## src/rtl/limb_master.sv

```systemverilog
// LIMB bus master: turns single word read/write commands into LIMB byte cycles.
// Optional address-continuation bursts are compiled in with `define LIMB_MASTER_BURST_EN.
module limb_master #(
    parameter int TIMEOUT = 1024
) (
    input  logic        limb_clk,
    input  logic        reset,
    input  logic        cmd_valid,
    output logic        cmd_ready,
    input  logic        cmd_we,
    input  logic [35:0] cmd_adr,
    input  logic [31:0] cmd_dat,
    output logic        rsp_valid,
    output logic [31:0] rsp_dat,
    output logic        rsp_err,
    output logic [7:0]  limb_d_out,
    output logic        limb_d_oe,
    input  logic [7:0]  limb_d_in,
    output logic        limb_start,
    output logic        limb_nrd,
    input  logic        limb_nwait,
    output logic        limb_sclk_en
);
    localparam int CNT_W = $clog2(TIMEOUT + 1);

    typedef enum logic [3:0] {
        ST_IDLE = 4'd0,
        ST_A0   = 4'd1,
        ST_A1   = 4'd2,
        ST_A2   = 4'd3,
        ST_A3   = 4'd4,
        ST_A4   = 4'd5,
        ST_D0   = 4'd6,
        ST_D1   = 4'd7,
        ST_D2   = 4'd8,
        ST_D3   = 4'd9,
        ST_WAIT = 4'd10,
        ST_R1   = 4'd11,
        ST_R2   = 4'd12,
        ST_R3   = 4'd13,
        ST_R0   = 4'd14,
        ST_DONE = 4'd15
    } state_t;

    state_t             state_q, state_d;
    logic               we_q, we_d;
    logic [35:0]        adr_q, adr_d;
    logic [31:0]        dat_q, dat_d;
    logic [31:0]        rdata_q, rdata_d;
    logic               err_q, err_d;
    logic [CNT_W-1:0]   wait_cnt_q, wait_cnt_d;
    logic               sync1_q, sync2_q;
    logic               nwait_s;
    logic               accept_s;
    logic               wait_ok_s;
    logic               wait_to_s;

    assign nwait_s   = sync2_q;
    assign accept_s  = (state_q == ST_IDLE) && cmd_valid;
    // The first two WAIT cycles ignore the slave; a ready slave always wins over timeout.
    assign wait_ok_s = (wait_cnt_q >= CNT_W'(2)) && nwait_s;
    assign wait_to_s = !wait_ok_s && (wait_cnt_q == CNT_W'(TIMEOUT - 1));

`ifdef LIMB_MASTER_BURST_EN
    logic ctx_valid_q, ctx_valid_d;
    logic burst_hit_s;

    // The latched command fields are the previous command, so only a valid bit is kept.
    always_comb begin
        burst_hit_s = ctx_valid_q && (cmd_we == we_q) &&
                      (cmd_adr[35:8] == adr_q[35:8]) &&
                      (adr_q[7:0] != 8'hFF) &&
                      (cmd_adr[7:0] == (adr_q[7:0] + 8'd1));
    end

    // Context is established by a clean response and lost on timeout.
    always_comb begin
        ctx_valid_d = ctx_valid_q;
        if (state_q == ST_DONE && !err_q) begin
            ctx_valid_d = 1'b1;
        end else if (state_q == ST_WAIT && wait_to_s) begin
            ctx_valid_d = 1'b0;
        end else begin
            ctx_valid_d = ctx_valid_q;
        end
    end

    // Burst context register.
    always_ff @(posedge limb_clk) begin
        if (reset) begin
            ctx_valid_q <= 1'b0;
        end else begin
            ctx_valid_q <= ctx_valid_d;
        end
    end
`endif

    // Two-flop synchroniser for the asynchronous wait line.
    always_ff @(posedge limb_clk) begin
        if (reset) begin
            sync1_q <= 1'b1;
            sync2_q <= 1'b1;
        end else begin
            sync1_q <= limb_nwait;
            sync2_q <= sync1_q;
        end
    end

    // State register.
    always_ff @(posedge limb_clk) begin
        if (reset) begin
            state_q <= ST_IDLE;
        end else begin
            state_q <= state_d;
        end
    end

    // Next-state logic.
    always_comb begin
        state_d = state_q;
        case (state_q)
            ST_IDLE: begin
                if (cmd_valid) begin
`ifdef LIMB_MASTER_BURST_EN
                    state_d = burst_hit_s ? ST_D0 : ST_A0;
`else
                    state_d = ST_A0;
`endif
                end else begin
                    state_d = ST_IDLE;
                end
            end
            ST_A0:   state_d = ST_A1;
            ST_A1:   state_d = ST_A2;
            ST_A2:   state_d = ST_A3;
            ST_A3:   state_d = ST_A4;
            ST_A4:   state_d = ST_D0;
            ST_D0:   state_d = we_q ? ST_D1 : ST_WAIT;
            ST_D1:   state_d = ST_D2;
            ST_D2:   state_d = ST_D3;
            ST_D3:   state_d = ST_WAIT;
            ST_WAIT: begin
                if (wait_ok_s) begin
                    state_d = we_q ? ST_DONE : ST_R1;
                end else if (wait_to_s) begin
                    state_d = ST_DONE;
                end else begin
                    state_d = ST_WAIT;
                end
            end
            ST_R1:   state_d = ST_R2;
            ST_R2:   state_d = ST_R3;
            ST_R3:   state_d = ST_R0;
            ST_R0:   state_d = ST_DONE;
            ST_DONE: state_d = ST_IDLE;
            default: state_d = ST_IDLE;
        endcase
    end

    // Output decode from the current state.
    always_comb begin
        cmd_ready    = 1'b0;
        limb_start   = 1'b0;
        limb_nrd     = 1'b1;
        limb_d_oe    = 1'b0;
        limb_d_out   = 8'h00;
        limb_sclk_en = 1'b0;
        rsp_valid    = 1'b0;
        rsp_dat      = 32'h0000_0000;
        rsp_err      = 1'b0;
        case (state_q)
            ST_IDLE: cmd_ready = 1'b1;
            ST_A0: begin
                limb_start   = 1'b1;
                limb_d_oe    = 1'b1;
                limb_d_out   = adr_q[7:0];
                limb_sclk_en = 1'b1;
            end
            ST_A1: begin
                limb_d_oe    = 1'b1;
                limb_d_out   = adr_q[15:8];
                limb_sclk_en = 1'b1;
            end
            ST_A2: begin
                limb_d_oe    = 1'b1;
                limb_d_out   = adr_q[23:16];
                limb_sclk_en = 1'b1;
            end
            ST_A3: begin
                limb_d_oe    = 1'b1;
                limb_d_out   = adr_q[31:24];
                limb_sclk_en = 1'b1;
            end
            ST_A4: begin
                limb_d_oe    = 1'b1;
                limb_d_out   = {4'b0000, adr_q[35:32]};
                limb_sclk_en = 1'b1;
            end
            ST_D0: begin
                limb_sclk_en = 1'b1;
                if (we_q) begin
                    limb_d_oe  = 1'b1;
                    limb_d_out = dat_q[7:0];
                end else begin
                    limb_nrd   = 1'b0;
                end
            end
            ST_D1: begin
                limb_d_oe    = 1'b1;
                limb_d_out   = dat_q[15:8];
                limb_sclk_en = 1'b1;
            end
            ST_D2: begin
                limb_d_oe    = 1'b1;
                limb_d_out   = dat_q[23:16];
                limb_sclk_en = 1'b1;
            end
            ST_D3: begin
                limb_d_oe    = 1'b1;
                limb_d_out   = dat_q[31:24];
                limb_sclk_en = 1'b1;
            end
            ST_R1, ST_R2, ST_R3: limb_sclk_en = 1'b1;
            ST_DONE: begin
                rsp_valid = 1'b1;
                rsp_dat   = rdata_q;
                rsp_err   = err_q;
            end
            default: cmd_ready = 1'b0;
        endcase
    end

    // Command latch, read-data assembly and timeout bookkeeping.
    always_comb begin
        we_d    = we_q;
        adr_d   = adr_q;
        dat_d   = dat_q;
        rdata_d = rdata_q;
        err_d   = err_q;
        if (state_q == ST_WAIT) begin
            wait_cnt_d = wait_cnt_q + CNT_W'(1);
        end else begin
            wait_cnt_d = '0;
        end
        if (accept_s) begin
            we_d    = cmd_we;
            adr_d   = cmd_adr;
            dat_d   = cmd_dat;
            rdata_d = 32'h0000_0000;
            err_d   = 1'b0;
        end else if (state_q == ST_WAIT && wait_to_s) begin
            err_d   = 1'b1;
        end else begin
            case (state_q)
                ST_R1:   rdata_d[7:0]   = limb_d_in;
                ST_R2:   rdata_d[15:8]  = limb_d_in;
                ST_R3:   rdata_d[23:16] = limb_d_in;
                ST_R0:   rdata_d[31:24] = limb_d_in;
                default: rdata_d        = rdata_q;
            endcase
        end
    end

    // Datapath registers.
    always_ff @(posedge limb_clk) begin
        if (reset) begin
            we_q       <= 1'b0;
            adr_q      <= 36'h0_0000_0000;
            dat_q      <= 32'h0000_0000;
            rdata_q    <= 32'h0000_0000;
            err_q      <= 1'b0;
            wait_cnt_q <= '0;
        end else begin
            we_q       <= we_d;
            adr_q      <= adr_d;
            dat_q      <= dat_d;
            rdata_q    <= rdata_d;
            err_q      <= err_d;
            wait_cnt_q <= wait_cnt_d;
        end
    end

endmodule

```

## config.mk

```make
export PLATFORM = sky130hd
export DESIGN_NAME = limb_master
export DESIGN_NICKNAME = d
export VERILOG_FILES = /design/src/rtl/limb_master.sv
export SDC_FILE = /design/constraint.sdc
export NUM_CORES = 1
export LEC_CHECK = 0
export ABC_AREA = 1
export CAP_MARGIN = 25
export CELL_PAD_IN_SITES_DETAIL_PLACEMENT = 0
export CELL_PAD_IN_SITES_GLOBAL_PLACEMENT = 1
export CORE_MARGIN = 5
export CORE_UTILIZATION = 38
export DETAILED_ROUTE_END_ITERATION = 6
export PLACE_DENSITY = 0.93
export SLEW_MARGIN = 5
export SYNTH_ARGS = -nofsm -noshare
export SYNTH_HDL_FRONTEND = slang
export SYNTH_SLANG_ARGS = --single-unit
```

## constraint.sdc

```tcl
create_clock -name limb_clk -period 2.8 [get_ports limb_clk]
set_input_delay 0.42 -clock limb_clk [delete_from_list [all_inputs] [get_ports limb_clk]]
set_output_delay 0.42 -clock limb_clk [all_outputs]
set_load 0.1 [all_outputs]
```

# ---- After elaboration in Yosys (flattened, before gate mapping)
# Index checks and enable logic that the tools add are counted.
dict set report word_totals {
  reg_bits 119
  in_bits 81
  output_inout_bits 47
  elab_cells 63
}
dict set report classes {
  add_sub_neg 1
  order_cmp 1
  n_eq_ne 16
  muxes 17
  bitwise_logic 2
  n_reduce_logical 14
}
# operator count
set ops {}
lappend ops {{8-bit case mux with 9 select lines} 1}
lappend ops {{4-bit case mux with 16 select lines} 1}
lappend ops {{4-bit equality test (second input constant)} 8}
lappend ops {{32-bit 2-to-1 mux} 1}
lappend ops {{4-bit by 3-bit equality test with 1-bit output (second input constant)} 4}
lappend ops {{12-bit OR reduction} 1}
lappend ops {{11-bit by 1-bit adder with 11-bit output (second input constant)} 1}
lappend ops {{11-bit by 10-bit equality test with 1-bit output (second input constant)} 1}
lappend ops {{11-bit by 2-bit greater-or-equal comparator with 1-bit output (second input constant)} 1}
lappend ops {{3-bit 2-to-1 mux} 3}
lappend ops {{4-bit by 2-bit equality test with 1-bit output (second input constant)} 2}
lappend ops {{1-bit 2-to-1 mux} 8}
lappend ops {{8-bit 2-to-1 mux} 1}
lappend ops {{2-bit AND reduction} 4}
lappend ops {{8-bit OR reduction} 1}
lappend ops {{4-bit by 1-bit equality test with 1-bit output (second input constant)} 1}
lappend ops {{1-bit logical AND} 4}
lappend ops {{4-bit logical NOT} 1}
lappend ops {{4-bit 2-to-1 mux} 1}
lappend ops {{2-bit OR reduction} 2}
lappend ops {{1-bit inverter} 2}
lappend ops {{1-bit case mux with 2 select lines} 1}
lappend ops {{1-bit logical NOT} 1}

# ---- Longest topological paths before layout
# Gate-level depths: netlist (run 1).
dict set report depth {
  depth_word 7
  ltp_mapped 12
  depth_no_buf 12
}

# ---- Least setup slack after synthesis (run 1)
# OpenSTA, ideal clock, no wires.
dict set report synth_path {
  kind {reg-to-output}
  start {reg state_q[2]}
  end {out rsp_dat[10]}
  arrival_time_ns 3.726
  required_time_ns 2.380
  slack_ns -1.346
  stages_incl_launch_ff 6
  path_buffers 1
  path_cell_list {dfxtp_1 > nand2_2 > nor2_1 > inv_1 > buf_1 > nor2_1}
}
dict set report synth_between {
  elab_chain_len 2
}
# element line
set synth_lines {}
lappend synth_lines {{start, declared} 45} ;# state_t state_q, state_d;
lappend synth_lines {{start signal, assigned} 114} ;# state_q <= state_d;
lappend synth_lines {{4-bit equality test} 171} ;# case (state_q)
lappend synth_lines {{32-bit 2-to-1 mux} 171}
lappend synth_lines {{end, declared} 14} ;# output logic [31:0] rsp_dat,
# Every way passes these cells.

# ---- Final worst setup path (run 1)
dict set report layout_path {
  start {reg state_q[2]}
  end {out limb_d_out[7]}
}
dict set report layout_between {
  elab_chain_len 2
  elab_cells_between_ends 10
  cone_classes {9 x eq/ne; 1 x mux}
}
# element line
set layout_lines {}
lappend layout_lines {{4-bit equality test, or another cell as far along} 171}
lappend layout_lines {{8-bit case mux with 9 select lines *} 171}
lappend layout_lines {{end, declared} 16} ;# output logic [7:0] limb_d_out,
# Mark *: on every way between the ends. The rest lies on a longest branch, timed or not.

==> impl_summary.md, run 1 <==
Yosys
The synthesized net count is 778. The synthesized netlist devotes 0.4885% of its cell area to adder and majority cells. By area, the combinational part of the netlist is dominated by compound AO/OA/AOI/OAI gates. In this run, synthesis inferred 0 flip-flops with an integrated enable. The XOR/XNOR share of the synthesized area is 0.1710%. The top cell type by area accounts for 46.51% of the synthesized area.

The Yosys step of the flow raised 0 warnings. The most common flop cell mapped by yosys is dfxtp_1. After synthesis, the cell types taking the most area are dfxtp_1 (47%), inv_1 (14%), o22ai_1 (10%), nand2_1 (5.9%), nor2_1 (4.8%). The mux contribution to synthesized area is 0%. Summing the areas of all and, or, nand and nor instances in the mapped netlist gives 15.17% of the synthesized area. The cell count after synthesis came out at 695. After synthesis the cells add up to 5122 um^2. Sequential cells were found to cover 46.51% of the synthesized design area. The average footprint of a synthesized cell is 7.370 um^2. The synthesized design spends more area on one cell type than any other, namely dfxtp_1. Among all cell types in the netlist, the one instantiated most often is inv_1.

The async set-or-reset flop fraction in the synthesized netlist is 0%. The number of storage elements in the synthesis netlist is 119. The synthesized netlist devotes 19.30% of its cell area to compound gates. The number of different library cells in the post-synthesis netlist is 32. After synthesis, the most frequently instantiated cells are inv_1 (194), dfxtp_1 (119), o22ai_1 (85), nand2_1 (81), nor2_1 (66).

Timing
Setup violations remaining at the end of the flow were counted as 0. The shortest period the worst path allows is 2607 ps. The measured slew at the worst slew-check pin is 910.5 ps. The worst relative slew slack is 38.97%. The final number of max-transition violations came to 0.

The final hold violation count came to 0. Setup total negative slack on the finished layout was measured at 0 ps. In the finished design, the share of the clock period the worst path needs comes to 93.10%. Setup repair after global routing left no endpoint under its margin. Between clock sinks in the finished design, the worst skew comes to 9.320 ps. Derived from the worst setup path, the maximum achievable clock frequency is 383.6 MHz.

Floorplan
The vertical extent of the die is 126.1 um. For this configuration, the core starts out at a cell density of 38.68%. The die extent in x is 126.1 um. The core box area is 13240 um^2. The die covers 15900 um^2. The floorplan row count is 42. For this design the top-level I/O count stands at 128.

Clock tree
The buffer count from post-CTS setup fixing is 0. The H-tree was split into 4 levels. The number of buffers inserted during clock tree synthesis is 17.

The clock passes through at most 2 buffers. The post-cts gate resize count is 0. The tree built by TritonCTS fans out to 119 sinks. Clock latency on the worst-skew pair, taken at its later pin, is 410 ps. TritonCTS built the clock tree. The root buffer cell chosen for the clock tree is clkbuf_16.

Clock-pin slew was measured on the worst setup and hold paths at 50 ps. The total of hold buffers inserted after clock tree synthesis is 0.

Detailed routing
In this run the top signal layer used is met4. The first routing iteration left 406 violations. In the final routed layout, each cell accounts on average for 14.20 um. The detail route stage leaves a number of antenna-violating nets equal to 0. For this block, the routed nets add up to 14370 um of wire. The met3 wirelength from detailed routing is 1082 um. The total number of vias is 4825.

The number of vias per cell after detailed routing is 4.768. In the routed design, unresolved DRC markers number 0. The detailed router put a total of 6122 um of wire on met1. The length of the first detailed-routing pass in iterations is 5.

The routed design uses 6945 um of met2 wire.

GRT
Entering global routing, the biggest net connects 60 pins. In the global route stage, overall resource usage came out at 18.17%. The number of antenna violations at the first check in global routing came to 0. The via count of the first global-routing pass was 4687. The first global-routing pass estimated 23290 um of wire. The total overflow left after global routing is 0.

Worst setup path
The signal on the critical path passes through nand2_1 -> inv_1 -> nand2_1 -> o22ai_1 -> nor2_1 -> o211ai_1 -> buf_12. The kind of start point of the critical path is a flip-flop. The required time at the endpoint of the critical path is 2380 ps.

The slowest stage of the critical path is the dfxtp_1 cell. Among the stages of the critical path, the cell type that occurs most often is nand2_1. The critical path contains buffers and inverters numbering 2 combined. The critical path endpoint category is a primary output. The maximum net fanout on the critical path is 8.

The top cell family by delay on the critical path is simple AND/OR/NAND/NOR gates. For the worst setup path, the data arrival time is 2190 ps. The critical path is of the flip-flop to primary output type. The delay of the slowest cell on the worst path is 470 ps.

Final layout
The final layout net count is 907. The fraction of layout instances using a drive strength above 1 is 16.15%. 0 antenna diodes ended up in the layout. The final non-filler cell total is 1012.

Compared with the post-synthesis result, the final layout area differs by 50.85%.

Placement
The number of port buffers is 127. In this run, placement finished with an instance count of 981. The half-perimeter wire length of the detailed placement result is 10750 um. Routability-driven placement finished with a final weighted congestion of 0.9166.

Hold path
In this run the worst hold path is classified as flip-flop to flip-flop.

Power
In this run the static leakage power is 3.030 nW. The worst IR drop on VDD is 0.3678 mV. The total power per unit cell area is 623.8 nW/um^2.

Outcome
The flow ran to the end, and the final reports show no timing, DRC or antenna violations.

Job
Max-cap violations in this run came to 0.
state kept, by name, indices dropped and copies added (netlist names):
signal	cells
adr_q	36
dat_q	32
err_q	1
nwait_s	1
rdata_q	32
state_q	4
sync1_q	1
wait_cnt_q	11
we_q	1
final cells by class:
type / instances / area (um^2)
fillers: 1216 / 5515
flip-flops and latches: 119 / 2384
multi-input cells: 356 / 2047
repair buffers: 133 / 1749
inverters: 197 / 739.5
clock buffers: 19 / 432.9
well taps: 176 / 220.2
clock inverters: 12 / 155.1
per-stage QoR:
step	setup slack, ps	hold slack, ps	total power [mW]	util (%)	cell area, um^2
after floorplan	43.82	389.5	2.421	-	5374
after global placement	528.2	412.4	2.689	53.90	7138
after detailed placement	518.2	397.5	2.696	53.90	7138
after CTS	69.73	426.1	4.850	58.34	7726
after global routing	10.55	457.3	5.009	58.35	7727
final	193.1	426.4	4.820	58.35	7727
placed cells by master (no fill, tap or decap), drive strengths merged, types with 2 or more instances in the layout:
master	count
a21oi	49
nand3	7
o22ai	85
dfxtp	119
nand2	84
nand3b	4
ha	2
inv	197
bufinv	3
or2	3
o21ai	33
clkdlybuf4s50	80
nor2	70
buf	53
clkinv	4
nor3	10
clkbuf	19
o211ai	2
clkinvlp	5
path summary, 6_finish.rpt:
path / startpoint / endpoint / slack (ps) / cells past startpoint
worst max-delay path: state_q[2] / limb_d_out[7] / 190 / 7
worst min-delay path: sync1_q / nwait_s / 430 / 1
worst max register to register: state_q[1] / adr_q[28] / 920 / 7
worst min register to register: sync1_q / nwait_s / 430 / 1
kinds of logic (layout without fill, tap and decap cells):
group / count (synthesis) / after routing
xor+xnor: 1 / 1
flops: 119 / 119
compound gates: 173 / 173
simple gates: 180 / 180
buf+inv: 220 / 361
fa+ha+maj: 2 / 2
metal layers:
layer  up-vias  global-route usage, %
li1       2455                      -
met1      2158                  22.70
met3        19                  5.419
met2       193                  30.11
met4         0                  5.868
met5         -                      0
where the power goes:
part / total (mW) / switching [mW] / internal (mW)
logic: 0.811 / 0.519 / 0.292
registers: 1.86 / 0.0444 / 1.81
clock network: 2.15 / 0.762 / 1.39
(Power assumes the default switching activity.)
==> run 2, diff against run 1 <==
--- a/config.mk
+++ b/config.mk
@@ -12,6 +12,7 @@
 export CORE_MARGIN = 5
 export CORE_UTILIZATION = 38
 export DETAILED_ROUTE_END_ITERATION = 6
+export HOLD_SLACK_MARGIN = 0.02
 export PLACE_DENSITY = 0.93
 export SLEW_MARGIN = 5
 export SYNTH_ARGS = -nofsm -noshare
==> results of run 2 <==
Final layout, timing and power as in run 1 (identical DEF).
==> run 3, diff against run 2 <==
--- a/config.mk
+++ b/config.mk
@@ -10,10 +10,11 @@
 export CELL_PAD_IN_SITES_DETAIL_PLACEMENT = 0
 export CELL_PAD_IN_SITES_GLOBAL_PLACEMENT = 1
 export CORE_MARGIN = 5
-export CORE_UTILIZATION = 38
+export CORE_UTILIZATION = 35
+export CTS_CLUSTER_DIAMETER = 200
 export DETAILED_ROUTE_END_ITERATION = 6
 export HOLD_SLACK_MARGIN = 0.02
-export PLACE_DENSITY = 0.93
+export PLACE_DENSITY = 0.79
 export SLEW_MARGIN = 5
 export SYNTH_ARGS = -nofsm -noshare
 export SYNTH_HDL_FRONTEND = slang
==> constraint.sdc (replaced) <==
create_clock -name limb_clk -period 2.79 [get_ports limb_clk]
set_input_delay 0.4185 -clock limb_clk [delete_from_list [all_inputs] [get_ports limb_clk]]
set_output_delay 0.4185 -clock limb_clk [all_outputs]
set_load 0.1 [all_outputs]
==> impl_summary.md, run 3 (same netlist as run 1, synthesis figures left out) <==
Outcome
The run finished with clean final reports.

Final layout
In the layout the commonest cells are inv_1 (193), dfxtp_1 (118), o22ai_1 (85), nand2_1 (81), clkdlybuf4s50_1 (80). Of the cells placed in the final design, the portion with a size suffix greater than 1 is 16.61%. The largest registers in the layout are adr_q x36, dat_q x32, rdata_q x32. The leading cell type in the layout, fill and taps excluded is inv_1. Compared with the post-synthesis result, the final layout area differs by 52.71%.

0 antenna diodes ended up in the layout. Ranked by flip-flop count, first place goes to adr_q. The number of flip-flops in the largest register is 36. The final layout contains 907 nets.

Floorplan
The effective utilization at floorplan is 35.51%. The floorplan row count is 44. The floorplan step defined a die boundary enclosing 17150 um^2.

In this run the horizontal extent of the chip is 131.0 um. In this run the standard cell core region covers 14420 um^2. During I/O placement, the number of pins put on the boundary was 128. The die is 131.0 um tall.

GRT
Entering global routing, the biggest net connects 71 pins. The global-route wire length before repair is 23290 um. The total routing resource utilization after global routing is 17.43%. The global-route congestion overflow total is 0. The number of antenna violations at the first check in global routing is 0. The via count of the first global-routing pass came to 4750.

Placement
Routability-driven placement finished with a final weighted congestion of 0.9307. The half-perimeter wire length of the detailed placement result is 11240 um. The count of buffers added on input and output ports is 127.

Detailed routing
The total DRC errors in the routed layout is 0. Across all layers, the routed design uses 4874 vias. The detailed router finished its first iteration with 361 violations. Dividing the detail-routed via count by the number of cells gives 4.774. The average detailed-routed wire length per instance is 14.41 um. Once detail routing completed, the nets flagged for antenna violations numbered 0.

The length of the first detailed-routing pass in iterations is 5. The routed design has 14710 um of wire.

Timing
The final hold slack is 414.2 ps. Timing would allow up to 379.9 MHz. After layout, the worst path uses 94.35% of the clock period. Adding up every negative setup slack in the final design gives 0 ps.

The final hold violation count came to 0. The final number of max-transition violations is 0. The worst-case clock skew is 11.50 ps. The measured slew at the worst slew-check pin is 912.2 ps. Setup violations remaining at the end of the flow were counted as 0. The shortest period the worst path allows is 2632 ps. Measured against its own limit, the worst slew margin works out to 38.97%.

Setup repair after global routing left no endpoint under its margin.

Clock tree
The total of hold buffers inserted after clock tree synthesis is 0. The maximum buffer depth of the clock tree is 2. After clock tree synthesis, the clock-pin slew on the worst setup and hold paths is 60 ps.

The CTS tree is yes. The insertion delay of the later-clocked pin in the worst-skew pair is 420 ps. Clock tree synthesis found a total of 119 sinks. The number of buffers inserted during clock tree synthesis is 17. Clock tree synthesis selected as its root buffer the cell clkbuf_16. CTS built an H-tree with a depth of 4.

Worst setup path
Together, buffers and inverters on the worst path number 4. The required time at the endpoint of the critical path is 2370 ps. The most numerous cell type found on the critical path is inv_1. The maximum net fanout on the critical path is 8. Traced cell by cell, the critical path runs through inv_1 -> nand2_1 -> inv_1 -> nand2_1 -> inv_1 -> a21oi_1 -> nand3b_1 -> buf_12.

Among cell families on the critical path, the largest total delay comes from simple AND/OR/NAND/NOR gates. The critical path is of the flip-flop to primary output type. On the critical path, the stage with the largest delay is an instance of dfxtp_1. The kind of start point of the critical path is a flip-flop. The endpoint arrival time on the critical path is 2210 ps. The critical path endpoint category is a primary output. The delay of the slowest cell on the worst path is 440 ps.

Job
The max-cap check violation count is 0.

Hold path
The path class of the tightest hold or removal check is flip-flop to flip-flop.

Power
The power consumption is 5.134 mW. The leakage power of the design is 3.078 nW. For this design the ratio of total power to cell area is 656.3 nW/um^2.

IR analysis of the VDD net gives a maximum drop of 0.3227 mV.
run 3: final timing paths:
| kind | startpoint | end | slack (ps) | depth (start not counted) |
|---|---|---|---|---|
| hold / removal | sync1_q | nwait_s | 410 | 1 |
| setup / recovery | state_q[3] | limb_d_out[4] | 160 | 8 |
| setup reg to reg | state_q[1] | rdata_q[20] | 780 | 8 |
| hold reg to reg | sync1_q | nwait_s | 410 | 1 |
run 3: metal layers:
layer	GRT usage (%)	part of all wire (%)	routed length, um
met1	21.54	42	6220
met2	29.51	50	7372
met3	5.000	5.9	861
met4	5.142	1.7	255
met5	0	0	0
run 3: report_power, final:
group / switching [mW] / leakage, nW / internal, mW
registers: 0.0469 / 0.970 / 1.82
logic: 0.530 / 1.79 / 0.294
clock network: 0.802 / 0.320 / 1.64
run 3: final cells by class:
class	count	area (um^2)
fill	1356	6601
sequential	119	2384
multi-input combinational	356	2049
timing repair buffer	133	1749
inverter	197	739.5
clock buffer	19	452.9
tap	184	230.2
clock inverter	13	217.7
run 3: repair_timing:
item / 4_1_cts / 5_1_grt
gates resized for setup: 0 / 2
setup buffers: 0 / 0
endpoints found under the setup margin: 0 / 5
run 3: worst register-to-register path: stages (launching register included):
cell     delay, ps
dfxtp_2        370
nor2_4         150
inv_2           80
nor3_4         290
nand2_2         90
nand2_2        340
inv_2          300
o21ai_0        180
a21oi_1         70
run 3: metrics by stage:
stage | std cells | setup WS, ps | util [%] | cell area (um^2)
finish | 1021 | 157.7 | 54.23 | 7823
global route | 1021 | 14.02 | 54.23 | 7823
CTS | 1021 | 129.4 | 54.21 | 7819
detailed placement | 989 | 571.6 | 49.56 | 7148
global placement | 989 | 664.3 | 49.56 | 7148
floorplan | 695 | 35.32 | - | 5374
